==> src/rtl/sobel_edge.sv <==
// Streaming 3x3 Sobel edge detector: two line buffers feed a 3x3 window, two
// free-running pipeline stages produce saturated |Gx|+|Gy| and a threshold bit.
module sobel_edge #(
    parameter int IMG_W  = 64,
    parameter int IMG_H  = 64,
    parameter int THRESH = 128
) (
    input  logic       clk,
    input  logic       rst,
    input  logic [7:0] gray_in,
    input  logic       valid_in,
    input  logic       sof_in,
    output logic [7:0] edge_mag,
    output logic       edge_bit,
    output logic       valid_out,
    output logic       eof_out
);
    localparam int CW = $clog2(IMG_W);
    localparam int RW = $clog2(IMG_H);

    logic [CW-1:0] col, cur_col;
    logic [RW-1:0] row, cur_row;
    logic          last_col, last_row, trig_c, eof_c;

    logic [7:0] lb0 [IMG_W];
    logic [7:0] lb1 [IMG_W];
    logic [7:0] lb0_rd, lb1_rd;

    logic [2:0][2:0][7:0] p;
    logic [2:0]           vld_pipe, eof_pipe;

    logic signed [10:0] gx_c, gy_c, gx_r, gy_r;
    logic        [10:0] ax, ay, sum;
    logic        [7:0]  mag_c;

    // sof overrides the counters so a new frame always lands at (0,0)
    assign cur_col  = sof_in ? '0 : col;
    assign cur_row  = sof_in ? '0 : row;
    assign last_col = (cur_col == CW'(IMG_W - 1));
    assign last_row = (cur_row == RW'(IMG_H - 1));
    assign trig_c   = valid_in && (cur_row >= RW'(2)) && (cur_col >= CW'(2));
    assign eof_c    = last_row && last_col;

    assign lb0_rd = lb0[cur_col];
    assign lb1_rd = lb1[cur_col];

    always_ff @(posedge clk) begin
        if (valid_in) begin
            lb1[cur_col] <= gray_in;
            lb0[cur_col] <= lb1_rd;
        end
    end

    function automatic logic signed [10:0] ext(input logic [7:0] v);
        return {3'b000, v};
    endfunction

    assign gx_c = (ext(p[0][2]) + (ext(p[1][2]) <<< 1) + ext(p[2][2]))
                - (ext(p[0][0]) + (ext(p[1][0]) <<< 1) + ext(p[2][0]));
    assign gy_c = (ext(p[2][0]) + (ext(p[2][1]) <<< 1) + ext(p[2][2]))
                - (ext(p[0][0]) + (ext(p[0][1]) <<< 1) + ext(p[0][2]));

    assign ax    = gx_r[10] ? 11'(-gx_r) : 11'(gx_r);
    assign ay    = gy_r[10] ? 11'(-gy_r) : 11'(gy_r);
    assign sum   = ax + ay;
    assign mag_c = (sum > 11'd255) ? 8'hFF : sum[7:0];

    always_ff @(posedge clk or posedge rst) begin
        if (rst) begin
            col      <= '0;
            row      <= '0;
            p        <= '0;
            vld_pipe <= '0;
            eof_pipe <= '0;
            gx_r     <= '0;
            gy_r     <= '0;
            edge_mag <= '0;
            edge_bit <= 1'b0;
        end else begin
            // the pipeline never stalls; idle input cycles become bubbles
            vld_pipe <= {vld_pipe[1:0], trig_c};
            eof_pipe <= {eof_pipe[1:0], trig_c && eof_c};
            if (valid_in) begin
                col <= last_col ? '0 : cur_col + 1'b1;
                row <= last_col ? (last_row ? '0 : cur_row + 1'b1) : cur_row;
                for (int r = 0; r < 3; r++) begin
                    p[r][0] <= p[r][1];
                    p[r][1] <= p[r][2];
                end
                p[0][2] <= lb0_rd;
                p[1][2] <= lb1_rd;
                p[2][2] <= gray_in;
            end
            gx_r <= gx_c;
            gy_r <= gy_c;
            if (vld_pipe[1]) begin
                edge_mag <= mag_c;
                edge_bit <= (mag_c >= 8'(THRESH));
            end
        end
    end

    assign valid_out = vld_pipe[2];
    assign eof_out   = eof_pipe[2];

endmodule

==> config.mk <==
export PLATFORM = sky130hd
export DESIGN_NAME = sobel_edge
export DESIGN_NICKNAME = d
export VERILOG_FILES = /design/src/rtl/sobel_edge.sv
export SDC_FILE = /design/constraint.sdc
export NUM_CORES = 2
export LEC_CHECK = 0
export BUFFER_PORTS_ARGS = -buffer_cell sky130_fd_sc_hd__buf_2
export CORE_UTILIZATION = 50
export CTS_CLUSTER_DIAMETER = 40
export CTS_CLUSTER_SIZE = 25
export DETAILED_ROUTE_END_ITERATION = 12
export HOLD_SLACK_MARGIN = 0.06
export PLACE_DENSITY = 0.76
export REMOVE_ABC_BUFFERS = 1
export SYNTH_ARGS = -nofsm -noshare
export SYNTH_HDL_FRONTEND = slang
export SYNTH_SLANG_ARGS = --single-unit
==> constraint.sdc <==
create_clock -name clk -period 4.6 [get_ports clk]
set_clock_uncertainty 0.2 [all_clocks]
set_input_delay 0.23 -clock clk [delete_from_list [all_inputs] [get_ports clk]]
set_output_delay 0.23 -clock clk [all_outputs]
set_load 0.02 [all_outputs]
==> impl_results.md <==
* RSZ-0062 raised after global routing: false
* Remaining antenna violation count after routing at 0
* Period Utilization, post-route at 89.3%
* Highest Clock Rate at 0.244 GHz
* Yosys warnings at 0
* Placed Instance Area at 50200 sq um
* Top sig layer: met5
* Reg clk slew, reported paths at 0.06 ns
* Sequential Power Share at 39.1%
* Drc violations at 0
* Layout Nets at 3338
* Fin cells at 4595
* Synth cell types at 90
* Count leader, synth: edfxtp_1
* WL final at 149000 um
* Area Growth Syn to Fin at 17.0%
* Met3 WL at 22400 um
* Worst setup EP type: flop
* Asr flop ratio synth at 10.5%
* Crit path arrival time at 4.53 ns
* Largest net degree at the start of global routing at 82
* Sequential fraction of the synthesis area at 71.9%
* Crit path kind: flop to flop
* Cell taking the most area after synthesis: edfxtp_1
* Clk pwr share at 34.4%
* NetSw at 9980 uW
* Status: finished clean
* PD cells at 578 nW/um^2
* Slew @ Worst Pin at 1.41 ns
* Core Region at 93200 sq um
* Htree depth at 4
* GRT Total Usage at 31.6%
* Most frequent cells after synthesis: 1024 x edfxtp_1, 200 x mux2i_1, 166 x nor2_1
* Total area of sequential cells at 33800 sq um
* GRT overflow at 0
* Initial Util at 50.4%
* RePlAce Congestion at 1.03
* Peak supply drop at 519 uV
* Bufs on Longest Clock Path at 3
* Met1 WL at 50400 um
* I/O Pins at 23
* Seq cells post-synth at 1144
* Synth area leaders: edfxtp_1 65%, dfrtp_1 6.4%, mux2i_1 4.3%
* Area of the multi-input gates at 12100 sq um
* Max Transition Viols Final at 0
* Clock latency at the later pin of the worst-skew pair at 0.77 ns
* Via density at 6.66
* Comb pwr share at 26.5%
* Post-synth EDFFs at 1024
* Layout cells sized above 1 at 19.6%
* CTS buffer count at 132
* Die area at 95200 sq um
* CTS tree: done
* Max-cap violations at 0
* Global-route wire length before repair at 212000 um
* Leakage at 0.0193 uW
* DPL Wire Length at 94400 um
* Int Power at 21800 uW
* Hold WC Path Type: flop to flop
* Die span in y at 308 um
* Ys flop type: edfxtp_1
* Final setup fails at 0
* Final min period at 4.11 ns
* Inst Count DP at 4332
* Met2 WL at 64600 um
* Vias in the first global route at 29800
* Switch share at 31.4%
* Chip Width at 308 um
* Final Cell Area at 54900 sq um
* Critical Path RT at 5.02 ns
* Placement Rows at 112
* Pre-Repair DR Iteration Count at 10
* Relative slew margins at 5.90%
* Crit-path max FO at 20
* Post-DR wirelength/cell at 32.5 um
* # fillers at 6806
* Pwr Total at 31800 uW
* Cell Area, Synth at 47000 sq um
* Startpoint Class: flop
* Post_cts resized at 0
* Fin. Hold Viols at 0
* Post-synth top area share at 65.5%
* # clock sinks at 1144
* Clock root cell: clkbuf_16
* Post-synthesis instance total at 2963
* Vias at 30600
* DRC marker count from the first detailed-route iteration at 4895
* IO buf count at 22
* Setup TNS at 0 ns
* Initial antenna violation count at 8
* Synthesized area per cell at 15.9 sq um
==> power groups by stage <==
stage	sequential [uW]	clock, uW	combinational [uW]
after floorplan	12700	0	5700
after global placement	12600	0	8180
after detailed placement	12600	0	8300
after CTS	12400	10900	8370
after global routing	12500	11300	9270
final	12400	10900	8420
==> final cells by class <==
class	count	share of cell area, %
flip-flops and latches	1144	61.5
multi-input cells	1549	21.9
clock buffers	143	6.20
repair buffers	296	4.61
well taps	1254	2.86
clock inverters	101	2.19
inverters	100	0.697
diodes	8	0.0364
==> sequential cells by signal, indices dropped and copies added, names as in the netlist <==
register,cells
lb1,512
p,72
lb0,512
eof_pipe,3
edge_mag,8
col,6
vld_pipe,3
gx_r,11
row,6
gy_r,11
==> per-layer routing <==
layer  vias up  GRT usage (%)
li1      12200              -
met1     15000           39.9
met2      2726           46.6
met3       703           10.6
met4        10           21.1
met5         -              0
==> worst max-delay path, stage by stage (launching register included) <==
cell	delay, ns
dfrtp_4	0.65
buf_4	0.28
nor2b_2	0.28
buf_4	0.26
a22oi_1	0.22
o22ai_1	0.12
a211oi_1	0.28
buf_4	0.18
o21ai_0	0.21
or4_2	0.75
buf_4	0.25
mux2_2	0.28
==> placed cells by master (no fill, tap or decap), types with 33 or more instances in the layout <==
master and count:
a211oi_1 33, nor2_1 166, a221oi_1 39, mux2i_1 200, nand2_1 125, ha_1 40, inv_1 95, mux2_2 93
o22ai_1 67, a21oi_1 119, edfxtp_1 1024, buf_4 237, dfrtp_1 117, o21ai_0 131, a22oi_1 99, clkbuf_16 135
fa_1 63
==> logic make-up (layout without fill, tap and decap cells) <==
family | after synthesis | in the layout | share of synthesized area (%)
AND/OR/NAND/NOR | 413 | 413 | 4.06
AO/OA/AOI/OAI | 698 | 698 | 10.3
adder cells (fa/ha/maj) | 103 | 103 | 3.75
buffers and inverters | 270 | 640 | 2.65
multiplexers | 298 | 298 | 6.67
other | 0 | 8 | 0
flip-flops | 1144 | 1144 | 71.9
XOR/XNOR | 37 | 37 | 0.690
==> metrics by stage <==
step	util, %	setup slack, ns	hold WS [ns]
floorplan	-	-6.36	0.112
global placement	53.9	0.655	0.140
detailed placement	53.9	0.647	0.135
CTS	58.9	0.603	0.144
global route	58.9	0.404	0.166
finish	58.9	0.494	0.143
==> path summary, 6_finish.rpt <==
path,cells past startpoint,slack (ns),from,endpoint
min,0,0.14,vld_pipe[0],vld_pipe[1]
max in group asynchronous,5,2.42,rst,p[34]
min in group asynchronous,4,0.58,rst,gx_r[0]
max,11,0.49,col[2],p[44]
min reg2reg,0,0.14,vld_pipe[0],vld_pipe[1]
max reg2reg,11,0.49,col[2],p[44]
==> what timing repair did <==
item | in CTS | in global routing
endpoints found under the hold margin | 365 | 0
endpoints found under the setup margin | 0 | 0
hold buffers | 11 | 0
buffers inserted | 0 | 0
Note: power is estimated with default switching activity, not from simulation.
